--- config.mk ---
export PLATFORM = sky130hd
export DESIGN_NAME = wb_bus_arbiter_flat
export DESIGN_NICKNAME = d
export VERILOG_FILES = /design/src/rtl/wb_bus_arbiter_if.sv /design/src/rtl/wb_bus_arbiter.sv /design/src/flat_wrapper.sv
export SDC_FILE = /design/constraint.sdc
export NUM_CORES = 1
export LEC_CHECK = 0
export BUFFER_PORTS_ARGS = -buffer_cell sky130_fd_sc_hd__buf_4
export CORE_AREA = 2 2 106 108
export DETAILED_ROUTE_END_ITERATION = 8
export DIE_AREA = 0 0 108 110
export SLEW_MARGIN = 5
export SYNTH_ARGS = -nofsm -noshare
export SYNTH_HDL_FRONTEND = slang
export SYNTH_SLANG_ARGS = --single-unit
--- constraint.sdc ---
create_clock -name sys_clk -period 2.3 [get_ports sys_clk]
set_clock_uncertainty 0.05 [all_clocks]
set_input_delay 0.46 -clock sys_clk [delete_from_list [all_inputs] [get_ports sys_clk]]
set_output_delay 0.46 -clock sys_clk [all_outputs]
set_load 0.05 [all_outputs]
--- src/rtl/wb_bus_arbiter_if.sv ---
// rtl/wb_bus_arbiter_if.sv - signal bundle between N CPU master ports, the arbiter and the shared slave
interface wb_bus_arbiter_if #(
  parameter int N_MASTERS = 2,
  parameter int AW = 32,
  parameter int DW = 32
);
  localparam int GW = (N_MASTERS > 1) ? $clog2(N_MASTERS) : 1;

  logic [N_MASTERS-1:0]    m_stb_i;
  logic [N_MASTERS-1:0]    m_we_i;
  logic [N_MASTERS*AW-1:0] m_addr_i;
  logic [N_MASTERS*DW-1:0] m_data_i;
  logic [DW-1:0]           m_data_o;
  logic [N_MASTERS-1:0]    m_ack_o;
  logic [N_MASTERS-1:0]    m_err_o;
  logic                    s_stb_o;
  logic                    s_we_o;
  logic [AW-1:0]           s_addr_o;
  logic [DW-1:0]           s_data_o;
  logic [DW-1:0]           s_data_i;
  logic                    s_ack_i;
  logic [GW-1:0]           grant_o;

  // Arbiter view: it is the slave of the CPU masters and drives the memory side.
  modport slave (
    input  m_stb_i, m_we_i, m_addr_i, m_data_i, s_data_i, s_ack_i,
    output m_data_o, m_ack_o, m_err_o, s_stb_o, s_we_o, s_addr_o, s_data_o, grant_o
  );

  modport master (
    output m_stb_i, m_we_i, m_addr_i, m_data_i, s_data_i, s_ack_i,
    input  m_data_o, m_ack_o, m_err_o, s_stb_o, s_we_o, s_addr_o, s_data_o, grant_o
  );
endinterface

--- src/rtl/wb_bus_arbiter.sv ---
// rtl/wb_bus_arbiter.sv - N-master Wishbone-style arbiter with fixed/round-robin grant and ack timeout
module wb_bus_arbiter #(
  parameter int N_MASTERS = 2,
  parameter int AW        = 32,
  parameter int DW        = 32,
  parameter int ARB_MODE  = 0,
  parameter int TIMEOUT   = 16
) (
  input  logic            sys_clk,
  input  logic            sys_rst,
  wb_bus_arbiter_if.slave bus
);
  localparam int GW = (N_MASTERS > 1) ? $clog2(N_MASTERS) : 1;
  localparam int CW = (TIMEOUT > 0) ? $clog2(TIMEOUT + 1) : 1;
  localparam logic [CW-1:0] CNT_LAST = CW'((TIMEOUT > 0) ? TIMEOUT - 1 : 0);
  localparam logic [GW-1:0] G_LAST   = GW'(N_MASTERS - 1);
  localparam bit            TO_EN    = (TIMEOUT != 0);

  typedef enum logic {IDLE, BUSY} state_t;

  state_t        state, state_nxt;
  logic [GW-1:0] grant, grant_nxt, rr_ptr, rr_nxt, winner;
  logic [CW-1:0] cnt, cnt_nxt;
  logic          busy, stb_g, ack_g, err_g;

  // Descending scans so the highest-priority candidate is the last one written.
  always_comb begin
    winner = '0;
    if (ARB_MODE == 0) begin
      for (int i = N_MASTERS - 1; i >= 0; i--)
        if (bus.m_stb_i[i]) winner = GW'(i);
    end else begin
      for (int k = N_MASTERS - 1; k >= 0; k--)
        if (bus.m_stb_i[(int'(rr_ptr) + k) % N_MASTERS])
          winner = GW'((int'(rr_ptr) + k) % N_MASTERS);
    end
  end

  assign busy  = (state == BUSY);
  assign stb_g = bus.m_stb_i[grant];
  assign ack_g = busy & stb_g & bus.s_ack_i;
  assign err_g = TO_EN & busy & stb_g & ~bus.s_ack_i & (cnt == CNT_LAST);

  always_comb begin
    bus.m_ack_o        = '0;
    bus.m_err_o        = '0;
    bus.m_ack_o[grant] = ack_g;
    bus.m_err_o[grant] = err_g;
  end

  assign bus.s_stb_o  = busy & stb_g & ~err_g;
  assign bus.s_we_o   = busy & stb_g & bus.m_we_i[grant];
  assign bus.s_addr_o = bus.m_addr_i[int'(grant)*AW +: AW];
  assign bus.s_data_o = bus.m_data_i[int'(grant)*DW +: DW];
  assign bus.m_data_o = bus.s_data_i;
  assign bus.grant_o  = grant;

  always_comb begin
    state_nxt = state;
    grant_nxt = grant;
    rr_nxt    = rr_ptr;
    cnt_nxt   = cnt;
    case (state)
      IDLE: begin
        if (|bus.m_stb_i) begin
          state_nxt = BUSY;
          grant_nxt = winner;
          cnt_nxt   = '0;
        end
      end
      BUSY: begin
        // Ack beats a timeout landing in the same cycle; only an ack moves the pointer.
        if (ack_g) begin
          state_nxt = IDLE;
          rr_nxt    = (grant == G_LAST) ? '0 : grant + 1'b1;
        end else if (!stb_g || err_g) begin
          state_nxt = IDLE;
        end else begin
          cnt_nxt = cnt + 1'b1;
        end
      end
      default: state_nxt = IDLE;
    endcase
  end

  always_ff @(posedge sys_clk or negedge sys_rst) begin
    if (!sys_rst) begin
      state  <= IDLE;
      grant  <= '0;
      rr_ptr <= '0;
      cnt    <= '0;
    end else begin
      state  <= state_nxt;
      grant  <= grant_nxt;
      rr_ptr <= rr_nxt;
      cnt    <= cnt_nxt;
    end
  end
endmodule

--- src/flat_wrapper.sv ---
// flat-port wrapper written by rule: the top's interface ports become plain ports
module wb_bus_arbiter_flat 
#(
  parameter int N_MASTERS = 2,
  parameter int AW        = 32,
  parameter int DW        = 32,
  parameter int ARB_MODE  = 0,
  parameter int TIMEOUT   = 16
)
  (sys_clk, sys_rst, bus_m_stb_i, bus_m_we_i, bus_m_addr_i, bus_m_data_i, bus_s_data_i, bus_s_ack_i, bus_m_data_o, bus_m_ack_o, bus_m_err_o, bus_s_stb_o, bus_s_we_o, bus_s_addr_o, bus_s_data_o, bus_grant_o);
  wb_bus_arbiter_if #(.N_MASTERS(N_MASTERS), .AW(AW), .DW(DW)) bus_i ();
  input  logic sys_clk;
  input  logic sys_rst;
  input wire logic [$bits(bus_i.m_stb_i)-1:0] bus_m_stb_i;
  input wire logic [$bits(bus_i.m_we_i)-1:0] bus_m_we_i;
  input wire logic [$bits(bus_i.m_addr_i)-1:0] bus_m_addr_i;
  input wire logic [$bits(bus_i.m_data_i)-1:0] bus_m_data_i;
  input wire logic [$bits(bus_i.s_data_i)-1:0] bus_s_data_i;
  input wire logic [$bits(bus_i.s_ack_i)-1:0] bus_s_ack_i;
  output wire logic [$bits(bus_i.m_data_o)-1:0] bus_m_data_o;
  output wire logic [$bits(bus_i.m_ack_o)-1:0] bus_m_ack_o;
  output wire logic [$bits(bus_i.m_err_o)-1:0] bus_m_err_o;
  output wire logic [$bits(bus_i.s_stb_o)-1:0] bus_s_stb_o;
  output wire logic [$bits(bus_i.s_we_o)-1:0] bus_s_we_o;
  output wire logic [$bits(bus_i.s_addr_o)-1:0] bus_s_addr_o;
  output wire logic [$bits(bus_i.s_data_o)-1:0] bus_s_data_o;
  output wire logic [$bits(bus_i.grant_o)-1:0] bus_grant_o;
  assign bus_i.m_stb_i = bus_m_stb_i;
  assign bus_i.m_we_i = bus_m_we_i;
  assign bus_i.m_addr_i = bus_m_addr_i;
  assign bus_i.m_data_i = bus_m_data_i;
  assign bus_i.s_data_i = bus_s_data_i;
  assign bus_i.s_ack_i = bus_s_ack_i;
  assign bus_m_data_o = bus_i.m_data_o;
  assign bus_m_ack_o = bus_i.m_ack_o;
  assign bus_m_err_o = bus_i.m_err_o;
  assign bus_s_stb_o = bus_i.s_stb_o;
  assign bus_s_we_o = bus_i.s_we_o;
  assign bus_s_addr_o = bus_i.s_addr_o;
  assign bus_s_data_o = bus_i.s_data_o;
  assign bus_grant_o = bus_i.grant_o;
  wb_bus_arbiter #(.N_MASTERS(N_MASTERS), .AW(AW), .DW(DW), .ARB_MODE(ARB_MODE), .TIMEOUT(TIMEOUT)) u_core (.sys_clk(sys_clk), .sys_rst(sys_rst), .bus(bus_i));
endmodule
==> results.md <==
- Area of the core: 10700 sq um
- Starting Density: 0.138
- Initial antenna violation count: 1
- H-tree depth: 1
- DIE AREA: 11900 sq um
- Chip Height: 110 microns
- Post-synthesis sequential area ratio: 0.118
- DR vias/cell: 3.86
- Crit end category: primary output
- DRC viols: 0
- Synth Flop Type: dfrtp_1
- R2r startpoint: u_core.cnt[0]
- Critical Path Start Type: flop
- Router iterations before antenna repair: 4
- Wirelength per Cell: 12.9 microns
- Final cell count without fillers: 470
- Worst VDD drop: 0.322 mV
- Final weighted congestion in routability-driven placement: 0.779
- Starting DRT DRC Count: 60
- Cell Area, Synth: 1480 sq um
- Number of flops mapped to enable cells by yosys: 0
- Max Root-Sink Buffers: 2
- Fillers: 1135
- YS warnings: 0
- Postcts setup bufs: 0
- Critical path startpoint: u_core.cnt[0]
- Most common cell after layout, fill and taps aside: buf_4
- Final core utilization: 0.281
- Leading cell types in the layout, fill and taps excluded: buf_4, mux2_2, inv_1, dfrtp_1, nor2_1
- Worst EP required: 1.79 ns
- Arrival time at the worst endpoint: 1.71 ns
- CP Capture Point: bus_s_stb_o
- R2r endpoint: u_core.cnt[3]
- Area Growth Syn to Fin: 103%
- Critical path class: flop to primary output
- Vias in the first global route: 1727
- Overflow after GRT: 0
- Worst-Skew Late Latency: 0.23 ns
- Reg2reg setup slack: 0.23 ns
- Cells on worst reg2reg path: 6
- Post-Syn Nets: 328
- Share of cells above drive strength 1: 0.852
- Synth top area share: 0.495
- GRT Resource Usage Total: 0.0912
- IO Pins: 270
- Leak: 1.51 nW
- Clock sinks: 7
- Post-DP HPWL: 5250 microns
- CTS tree: done
- Setup_tns: 0 ns
- Peak Freq: 0.450 GHz
- Slew @ Worst Pin: 0.369 ns
- Finish-stage setup viols: 0
- Worst slew margin: 0.754
- Count of buffers from port buffering: 205
- RSZ-0062 raised after global routing: false
- Min cycle time layout: 2.22 ns
- Rows: 38
- Final nets: 500
- WL final: 6070 microns
- Wire length of the first global-routing pass: 8650 microns
- Final hold violations: 0
- Avg Cell Area, Syn: 9.31 sq um
- Ys async rst share: 1.00
- Max Cap Viol: 0
- Synth cell types: 28
- Slew Limit Fails: 0
- Flops & latches, synth: 7
- Largest net degree at the start of global routing: 44
- Mapped Cells: 159
- Worst-path maximum fanout: 3
- Diode count: 0
- PwrDens: 840 nW/um^2
- Total power: 2.52 mW
- CTS clk-pin slew, worst paths: 0.04 ns
- Status: finished clean
- Root buf cell: clkbuf_8
- Hold Path Class: primary input to flop
- Period utilization: 0.967
- Via count: 1812
- Area leader, netlist: mux2_2
- Antenna viol nets, final: 0
- Cells after DPL: 465
- Die width: 108 microns
- CTS Buf Count: 3
- Area contributors post-synth: mux2_2, buf_4, dfrtp_1
## sequential cells by signal (all words and copies together), names as in the netlist
register,cells
u_core.bus.grant_o,1
u_core.cnt,5
u_core.busy,1
## timing repair
| item | in CTS | in global routing |
|---|---|---|
| endpoints found under the setup margin | 0 | 1 |
| gates resized for setup | 0 | 1 |
| endpoints found under the hold margin | 7 | 0 |
| hold buffers | 1 | 0 |
## cell type report
cell class / count / area (sq um) / share of cell area
Inverter: 6 / 22.5 / 0.00750
Multi-Input combinational cell: 105 / 1000 / 0.334
Sequential cell: 7 / 176 / 0.0588
Clock buffer: 4 / 45.0 / 0.0150
Tap cell: 140 / 175 / 0.0584
Timing Repair Buffer: 208 / 1580 / 0.526
## logic make-up (layout without fill, tap and decap cells)
family                     Yosys count  in the layout  share of synthesized area
AOI/OAI and AO/OA                   13             13                     0.0668
adders and majority gates            2              2                     0.0169
buffers and inverters               47            218                      0.210
DFF                                  7              7                      0.118
muxes                               66             66                      0.501
and+or+nand+nor                     24             24                     0.0871
## metal layers
layer  GRT usage  wire (microns)  vias to the layer above
met2       0.154            3130                      102
li1            -               -                      879
met3      0.0218             547                       14
met5           0              10                        -
met1       0.113            2250                      815
met4      0.0348             131                        2
## worst max-delay path: stages (launching register included)
cell and delay (ns):
dfrtp_1 0.40, ha_1 0.23, and3_1 0.19, ha_1 0.20, nand2_1 0.12, and3_1 0.19
buf_6 0.16
## how the worst min path moves through the flow
stage	from	to	slack [ns]	cells after the start
final	bus_m_stb_i[0]	u_core.bus.grant_o	0.40	2
after global routing	bus_m_stb_i[0]	u_core.bus.grant_o	0.43	2
after CTS	bus_m_stb_i[0]	u_core.bus.grant_o	0.40	2
after detailed placement	sys_rst	u_core.cnt[3]	0.23	1
after global placement	sys_rst	u_core.cnt[3]	0.23	1
after floorplan	sys_rst	u_core.bus.grant_o	0.11	0
## report_power, final
group	internal, mW	switching (mW)	total (mW)	leakage (nW)
Combinational	0.829	1.32	2.15	1.40
Sequential	0.150	0.0437	0.194	0.0907
Clock	0.120	0.0551	0.175	0.0228
Total	1.10	1.42	2.52	1.51
## per-stage QoR
step           area [sq um]  setup WS (ns)  hold slack [ns]
3_5_place_dp           2940          0.231            0.228
5_1_grt                3000        0.00383            0.430
3_3_place_gp           2940          0.255            0.227
6_report               3000         0.0764            0.403
2_1_floorplan          1490        -0.0401            0.114
4_1_cts                3000         0.0599            0.401
## synthesized netlist by cell type, types with 2 or more instances
cell type   n
a21oi_1     3
and3_1      2
buf_2       8
buf_4      33
dfrtp_1     7
ha_1        2
inv_1       6
mux2_2     65
nand2_1     3
nand3_1     4
nor2_1      8
o22ai_1     2
Power figures use the tool's default switching activity.
